### config.mk
export PLATFORM = sky130hd
export DESIGN_NAME = dmem_arbiter
export DESIGN_NICKNAME = d
export VERILOG_FILES = /design/src/rtl/dmem_arbiter.sv
export SDC_FILE = /design/constraint.sdc
export NUM_CORES = 1
export LEC_CHECK = 0
export CORE_MARGIN = 4
export CORE_UTILIZATION = 28
export DETAILED_ROUTE_END_ITERATION = 6
export PLACE_DENSITY = 0.6
export SYNTH_ARGS = -nofsm -noshare
export SYNTH_HDL_FRONTEND = slang
export SYNTH_SLANG_ARGS = --single-unit
### constraint.sdc
create_clock -name clk -period 1.9 [get_ports clk]
set_clock_uncertainty 0.15 [all_clocks]
set_input_delay 0.57 -clock clk [delete_from_list [all_inputs] [get_ports clk]]
set_output_delay 0.57 -clock clk [all_outputs]
set_load 0.01 [all_outputs]
### src/rtl/dmem_arbiter.sv
// dmem_arbiter: two-port arbiter in front of a single-port synchronous RAM.
//   Port 0 (CPU) and port 1 (DMA/debug) each present req/we/addr/wdata and
//   receive a same-cycle grant plus a next-cycle read response (rvalid/rdata).
//   Ties go round-robin. Port 1 can hold a burst lock of up to MAX_BURST
//   grants. The mem_* outputs drive the RAM; mem_rdata returns one cycle
//   after a read is issued.
//   clk, rst (async, active-low).
module dmem_arbiter #(
  parameter int unsigned DATA_W    = 16,
  parameter int unsigned ADDR_W    = 16,
  parameter int unsigned MAX_BURST = 8
) (
  input  logic              clk,
  input  logic              rst,
  input  logic              p0_req,
  input  logic              p0_we,
  input  logic [ADDR_W-1:0] p0_addr,
  input  logic [DATA_W-1:0] p0_wdata,
  output logic              p0_gnt,
  output logic              p0_stall,
  output logic              p0_rvalid,
  output logic [DATA_W-1:0] p0_rdata,
  input  logic              p1_req,
  input  logic              p1_we,
  input  logic [ADDR_W-1:0] p1_addr,
  input  logic [DATA_W-1:0] p1_wdata,
  input  logic              p1_lock,
  output logic              p1_gnt,
  output logic              p1_rvalid,
  output logic [DATA_W-1:0] p1_rdata,
  output logic [ADDR_W-1:0] mem_addr,
  output logic [DATA_W-1:0] mem_wdata,
  output logic              mem_we,
  input  logic [DATA_W-1:0] mem_rdata
);

  localparam int unsigned CNT_W = 8;

  typedef enum logic {ST_OPEN, ST_LOCKED} state_t;

  state_t            state_q, state_d;
  logic [CNT_W-1:0]  burst_cnt_q, burst_cnt_d;
  logic              last_gnt_q, last_gnt_d;    // 1 = port 1 was granted most recently
  logic              no_relock_q, no_relock_d;  // blocks re-lock after a full burst
  logic              rsp_valid_q, rsp_owner_q;
  logic [ADDR_W-1:0] addr_q;
  logic [DATA_W-1:0] wdata_q;
  logic [DATA_W-1:0] p0_rdata_q, p1_rdata_q;

  // Arbitration and lock state machine; grants are forced off while in reset.
  always_comb begin
    p0_gnt      = 1'b0;
    p1_gnt      = 1'b0;
    state_d     = state_q;
    burst_cnt_d = burst_cnt_q;
    last_gnt_d  = last_gnt_q;
    no_relock_d = no_relock_q;

    if (rst) begin
      if (p0_req && p1_req) begin
        if (state_q == ST_LOCKED) p1_gnt = 1'b1;
        else if (last_gnt_q)      p0_gnt = 1'b1;
        else                      p1_gnt = 1'b1;
      end else begin
        p0_gnt = p0_req;
        p1_gnt = p1_req;
      end
    end

    if (p0_gnt) last_gnt_d = 1'b0;
    if (p1_gnt) last_gnt_d = 1'b1;

    // A p0 grant or an idle cycle re-arms the lock.
    if (!p1_gnt) no_relock_d = 1'b0;

    case (state_q)
      ST_OPEN: begin
        if (p1_gnt && p1_lock && !no_relock_q) begin
          if (MAX_BURST <= 1) begin
            no_relock_d = 1'b1;
          end else begin
            state_d     = ST_LOCKED;
            burst_cnt_d = CNT_W'(1);
          end
        end
      end
      ST_LOCKED: begin
        if (!p1_lock) begin
          state_d     = ST_OPEN;
          burst_cnt_d = '0;
        end else if (p1_gnt) begin
          if (burst_cnt_q == CNT_W'(MAX_BURST - 1)) begin
            state_d     = ST_OPEN;
            burst_cnt_d = '0;
            no_relock_d = 1'b1;
          end else begin
            burst_cnt_d = burst_cnt_q + CNT_W'(1);
          end
        end
      end
      default: begin
        state_d     = ST_OPEN;
        burst_cnt_d = '0;
      end
    endcase
  end

  // Memory request mux; address/data hold their last value when idle.
  always_comb begin
    mem_addr  = addr_q;
    mem_wdata = wdata_q;
    mem_we    = 1'b0;
    if (p0_gnt) begin
      mem_addr  = p0_addr;
      mem_wdata = p0_wdata;
      mem_we    = p0_we;
    end else if (p1_gnt) begin
      mem_addr  = p1_addr;
      mem_wdata = p1_wdata;
      mem_we    = p1_we;
    end
  end

  assign p0_stall  = p0_req & ~p0_gnt;
  assign p0_rvalid = rsp_valid_q & ~rsp_owner_q;
  assign p1_rvalid = rsp_valid_q &  rsp_owner_q;
  // RAM data is live during the response cycle and captured for holding.
  assign p0_rdata  = p0_rvalid ? mem_rdata : p0_rdata_q;
  assign p1_rdata  = p1_rvalid ? mem_rdata : p1_rdata_q;

  // State, response tag and hold registers.
  always_ff @(posedge clk or negedge rst) begin
    if (!rst) begin
      state_q     <= ST_OPEN;
      burst_cnt_q <= '0;
      last_gnt_q  <= 1'b1;
      no_relock_q <= 1'b0;
      rsp_valid_q <= 1'b0;
      rsp_owner_q <= 1'b0;
      addr_q      <= '0;
      wdata_q     <= '0;
      p0_rdata_q  <= '0;
      p1_rdata_q  <= '0;
    end else begin
      state_q     <= state_d;
      burst_cnt_q <= burst_cnt_d;
      last_gnt_q  <= last_gnt_d;
      no_relock_q <= no_relock_d;
      rsp_valid_q <= (p0_gnt & ~p0_we) | (p1_gnt & ~p1_we);
      rsp_owner_q <= p1_gnt;
      if (p0_gnt || p1_gnt) begin
        addr_q  <= mem_addr;
        wdata_q <= mem_wdata;
      end
      if (p0_rvalid) p0_rdata_q <= mem_rdata;
      if (p1_rvalid) p1_rdata_q <= mem_rdata;
    end
  end

endmodule

-- Word-level counts from Yosys, hierarchy flattened
Cells that the tools add are included.
- input port bits: 87
- register bits: 77
- latch bits: 0
- memory bits (read-only): 0
- output and inout port bits: 70
- bits in writable memories: 0
- memories kept: 0
- $lt $le $gt $ge: 0
- $add $sub $neg: 1
- eq/ne operators: 3
- $mul: 0
- mux-type cells: 33
- shift operators: 0
- reductions and logical operators: 7
- div/mod/pow operators: 0
- bitwise gates (word level): 11
- operator list (kind ; count):
    $mux 16 ; 6
    $mux 8 ; 4
    $mux 1 ; 21
    $pmux 8 s2 ; 1
    $add 8x1->8 const B ; 1
    $eq 8x3->1 const B ; 1
    $and 1x1->1 ; 5
    $not 1->1 ; 5
    $logic_and 1x1->1 ; 3
    $ne 3x3->1 const B ; 1
    $ne 2x2->1 const B ; 1
    $pmux 1 s2 ; 1
    $reduce_and 2->1 ; 1
    $reduce_bool 2->1 ; 1
    $logic_not 1->1 ; 1
    $logic_or 1x1->1 ; 1
    $or 1x1->1 ; 1

-- Logic depth before layout (Yosys ltp)
- depth after elaboration: 9
- depth in mapped cells: 6

-- Worst setup path after synthesis
OpenSTA, ideal clock, no wires.
- path kind: register -> output
- from: register last_gnt_q
- to: output mem_addr[10]
- path slack: -167 ps
- data arrival time: 1347 ps
- stages on the path, launching flop included: 6
- buffers on the path: 1
- data required time: 1180 ps
- path through: dfstp_2 nand2b_1 a21oi_2 buf_2 a22oi_1 nand2_1
- elaborated cells between the ends (all ways): 10
- RTL lines (what ; RTL line ; RTL):
    start: declaration ; 43 ; logic last_gnt_q, last_gnt_d;
    start signal: assignment ; 147 ; last_gnt_q <= last_gnt_d;
    $mux 1 ; 62 ; else if (last_gnt_q) p0_gnt = 1'b1;
    $mux 1 ; 61 ; if (state_q == ST_LOCKED) p1_gnt = 1'b1;
    $mux 1 ; 60 ; if (p0_req && p1_req) begin
    $mux 1 ; 59 ; if (rst) begin
    via p0_gnt ; 19 ; output logic p0_gnt,
    $mux 16 ; 113 ; if (p0_gnt) begin
    end: declaration ; 31 ; output logic [ADDR_W-1:0] mem_addr,
The timed path passes the listed nets, and every way through them passes these cells.

-- Worst setup path after layout
- from: register last_gnt_q
- to: output mem_addr[5]
- word-level cells in the longest chain between the ends: 6
- elaborated cells between the ends (all ways): 10
- ends and longest elaborated chain (what ; RTL line ; RTL):
    $mux 1 ; 62 ;
    $mux 1 ; 61 ;
    $mux 1 ; 60 ;
    $mux 1 ; 59 ;
    $mux 16 ; 117 ; end else if (p1_gnt) begin
    $mux 16 (*) ; 113 ;
Every way passes the cells marked *; elsewhere a longest branch is shown, timed or not.

==> flow_results.xml <==
<?xml version="1.0" encoding="UTF-8"?>
<metrics>
  <group name="critical_path">
    <metric name="crit_type" unit="">reg2out</metric>
    <metric name="cp_capture_type" unit="">output port</metric>
    <metric name="cp_max_fo" unit="">5</metric>
    <metric name="timing.critical_path.cells" unit="">nand3b_1 -&gt; nand3_2 -&gt; inv_4 -&gt; buf_12 -&gt; buf_12 -&gt; a22oi_2 -&gt; nand2_1 -&gt; buf_2</metric>
    <metric name="r2r_slack" unit="ps">-70</metric>
    <metric name="cp_data_required_time" unit="ps">1180</metric>
    <metric name="crit_path_max_delay_cell_type" unit="">sky130_fd_sc_hd__dfstp_2</metric>
    <metric name="worst_setup_path_start_kind" unit="">flip-flop</metric>
    <metric name="worst_ep_arrival_time" unit="ps">1800</metric>
    <metric name="crit_path_frequent_cell" unit="">sky130_fd_sc_hd__buf_12</metric>
    <metric name="timing.critical_path.slowest_cell_delay" unit="ps">570</metric>
  </group>
  <group name="placed_design">
    <metric name="worst_slack_after_detailed_placement" unit="ps">-1180</metric>
    <metric name="placed_cells_incl_taps" unit="">650</metric>
    <metric name="dpl.hpwl" unit="mm">7.41</metric>
    <metric name="routabilityCongestion" unit="">0.781</metric>
    <metric name="place.port_buffers" unit="">156</metric>
  </group>
  <group name="timing">
    <metric name="clock.fmax" unit="MHz">397</metric>
    <metric name="setup_viol_count_final" unit="">72</metric>
    <metric name="final_worst_path_period_share" unit="%">132</metric>
    <metric name="report.final.slew_viol_count" unit="">0</metric>
    <metric name="grt_setup_unrepaired" unit="">true</metric>
    <metric name="max_slew_margin" unit="%">45.6</metric>
    <metric name="final-hold-violation-count" unit="">0</metric>
    <metric name="layout_min_cycle_time" unit="ps">2520</metric>
    <metric name="hold_slack" unit="ps">76.5</metric>
    <metric name="final.setup.worst_slack" unit="ps">-616</metric>
    <metric name="timing_worst_slew_pin_value" unit="ps">816</metric>
  </group>
  <group name="finish">
    <metric name="drive_gt1_share" unit="%">47.6</metric>
    <metric name="mostFrequentLayoutCell" unit="">sky130_fd_sc_hd__nand2_1</metric>
    <metric name="fin_nets" unit="">669</metric>
    <metric name="postLayoutCoreUtil" unit="%">58.6</metric>
    <metric name="synthToLayoutAreaGrowth" unit="%">102</metric>
    <metric name="stdcell_count" unit="">729</metric>
    <metric name="diodes" unit="">0</metric>
    <metric name="most-common-layout-cells" unit="">sky130_fd_sc_hd__nand2_1, sky130_fd_sc_hd__clkdlybuf4s50_1, sky130_fd_sc_hd__dfrtp_1, sky130_fd_sc_hd__buf_6, sky130_fd_sc_hd__buf_4</metric>
  </group>
  <group name="die">
    <metric name="die_height" unit="um">118</metric>
    <metric name="die_width" unit="um">118</metric>
    <metric name="boundaryPins" unit="">157</metric>
    <metric name="row_count" unit="">39</metric>
    <metric name="initial_core_util" unit="%">29.1</metric>
    <metric name="floorplan.die_area" unit="mm^2">0.0139</metric>
    <metric name="core" unit="mm^2">0.0116</metric>
  </group>
  <group name="clock_tree">
    <metric name="tritoncts_clock_tree" unit="">done</metric>
    <metric name="cts_sinks" unit="">77</metric>
    <metric name="insertion_delay" unit="ps">330</metric>
    <metric name="cts_max_path_buffers" unit="">2</metric>
    <metric name="path_clk_slew" unit="ps">60</metric>
    <metric name="clk_root_buffer_cell" unit="">sky130_fd_sc_hd__clkbuf_16</metric>
    <metric name="htree_levels" unit="">3</metric>
    <metric name="cts_buffers" unit="">9</metric>
  </group>
  <group name="status">
    <metric name="violated_checks" unit="">negative setup slack</metric>
    <metric name="run_status" unit="">finished, violations left</metric>
  </group>
  <group name="routing">
    <metric name="wirelength" unit="mm">11.5</metric>
    <metric name="detail_route.iter0.violations" unit="">76</metric>
    <metric name="post_drt_via_cell_ratio" unit="">4.66</metric>
    <metric name="detailedRoute.firstPassIterationCount" unit="">4</metric>
    <metric name="drt_drc_violations_left" unit="">0</metric>
    <metric name="detail-route-antenna-nets" unit="">0</metric>
    <metric name="mean_routed_wirelength_per_cell" unit="um">15.8</metric>
    <metric name="via_count" unit="">3400</metric>
  </group>
  <group name="global_routing">
    <metric name="gr-usage-met3" unit="%">5.14</metric>
    <metric name="grt.total_usage" unit="%">16.3</metric>
    <metric name="global_route.usage.met2" unit="%">29.2</metric>
    <metric name="global_route.peak_usage_layer" unit="">met2</metric>
    <metric name="grt.met1_usage" unit="%">18.9</metric>
    <metric name="grt_antenna_before_repair" unit="">0</metric>
    <metric name="grt_max_degree" unit="">66</metric>
    <metric name="wire_length_of_the_first_global_routing_pass" unit="mm">18.5</metric>
    <metric name="overflow" unit="">0</metric>
    <metric name="grt_pass1_vias" unit="">3669</metric>
  </group>
  <group name="logic_synthesis">
    <metric name="synth_nets" unit="">409</metric>
    <metric name="synth.distinct_cells" unit="">37</metric>
    <metric name="most_area_consuming_cells_after_synthesis" unit="">sky130_fd_sc_hd__dfrtp_1, sky130_fd_sc_hd__nand2_1, sky130_fd_sc_hd__mux2_2, sky130_fd_sc_hd__a22oi_1, sky130_fd_sc_hd__buf_2</metric>
    <metric name="synth.yosys.seq_area_share" unit="%">57.1</metric>
    <metric name="synth_top_cell_by_area" unit="">sky130_fd_sc_hd__dfrtp_1</metric>
    <metric name="synth.yosys.warnings" unit="">0</metric>
    <metric name="ys_seq_elements" unit="">77</metric>
    <metric name="yosys_most_used_dff" unit="">sky130_fd_sc_hd__dfrtp_1</metric>
    <metric name="async_flop_share" unit="%">100</metric>
    <metric name="syn-cell-area" unit="mm^2">0.00338</metric>
    <metric name="synth_cells" unit="">321</metric>
    <metric name="synthesis.area_per_instance" unit="um^2">10.5</metric>
    <metric name="synthDominantCellAreaShare" unit="%">56.3</metric>
    <metric name="synth-edff-count" unit="">0</metric>
  </group>
  <group name="pwr">
    <metric name="reported_leakage_power" unit="nW">3.36</metric>
    <metric name="ir_worst_vdd" unit="V">0.000455</metric>
    <metric name="power_density" unit="mW/mm^2">873</metric>
    <metric name="totalPowerFinal" unit="mW">5.94</metric>
  </group>
  <group name="job">
    <metric name="cap_viol_max_count" unit="">0</metric>
  </group>
  <group name="worst_hold_path">
    <metric name="hold_class" unit="">in2async</metric>
  </group>
</metrics>
[state kept, by name, indices dropped and copies added, names as in the netlist]
name,cells
rsp_owner_q,1
no_relock_q,1
state_q,1
rsp_valid_q,1
burst_cnt_q,8
p1_rdata_q,16
p0_rdata_q,16
wdata_q,16
addr_q,16
last_gnt_q,1
[area by class of cell]
class,count,area (um^2)
inverters,5,21.3
repair buffers,263,2670
clock inverters,4,47.5
flip-flops and latches,77,1930
well taps,143,179
clock buffers,12,246
multi-input cells,225,1710
fillers,960,4810
[worst max-delay path: cells and delay by family (launching register included)]
| kind | cells | cell delay, ps |
|---|---|---|
| simple gates | 3 | 280 |
| compound gates | 1 | 160 |
| buf+inv | 4 | 450 |
| flops | 1 | 570 |
[layer usage]
| metal | vias to the layer above | share of wire, % |
|---|---|---|
| li1 | 1639 | - |
| met1 | 1647 | 41 |
| met2 | 99 | 52 |
| met3 | 15 | 5.4 |
| met4 | 0 | 1.4 |
| met5 | - | 0 |
[through the flow]
| stage | area (um^2) | TNS (ps) |
|---|---|---|
| after CTS | 6600 | -34010 |
| after detailed placement | 5610 | -71740 |
| final | 6810 | -32050 |
| after floorplan | 3580 | -2000 |
| after global placement | 5610 | -70860 |
| after global routing | 6810 | -36960 |
[synth_stat cells (4+ instances only)]
cell type,count
sky130_fd_sc_hd__nand2_1,107
sky130_fd_sc_hd__dfrtp_1,76
sky130_fd_sc_hd__a22oi_1,32
sky130_fd_sc_hd__mux2_2,32
sky130_fd_sc_hd__buf_2,10
sky130_fd_sc_hd__a211o_1,5
sky130_fd_sc_hd__nor2_1,5
sky130_fd_sc_hd__and3_1,4
sky130_fd_sc_hd__clkbuf_1,4
sky130_fd_sc_hd__inv_1,4
sky130_fd_sc_hd__nor4_1,4
[repair_timing]
item	in CTS	in global routing
setup endpoints to repair	78	81
pin swaps	21	19
gates cloned	4	2
gates resized for setup	410	26
hold buffers	0	0
setup buffers	43	24
[report_power, final]
group / switching (mW) / internal, mW
Sequential: 0.103 / 1.96
Combinational: 0.870 / 1.34
Clock: 0.625 / 1.05
[kinds of logic after synthesis]
group | synth area share, %
mux | 11.1
fa+ha+maj | 0.371
compound gates | 11.3
simple gates | 17.6
flops | 57.1
buf+inv | 2.48
[final timing paths]
path                                    end  cells after the start        from
worst max register to register   addr_q[13]                     12  last_gnt_q
worst max-delay path            mem_addr[5]                      8  last_gnt_q
worst min register to register   wdata_q[6]                      2  wdata_q[6]
max in group asynchronous       rsp_owner_q                      3         rst
min in group clk                 wdata_q[6]                      2  wdata_q[6]
worst min-delay path                state_q                      2         rst
Note: power is estimated with default switching activity, not from simulation.
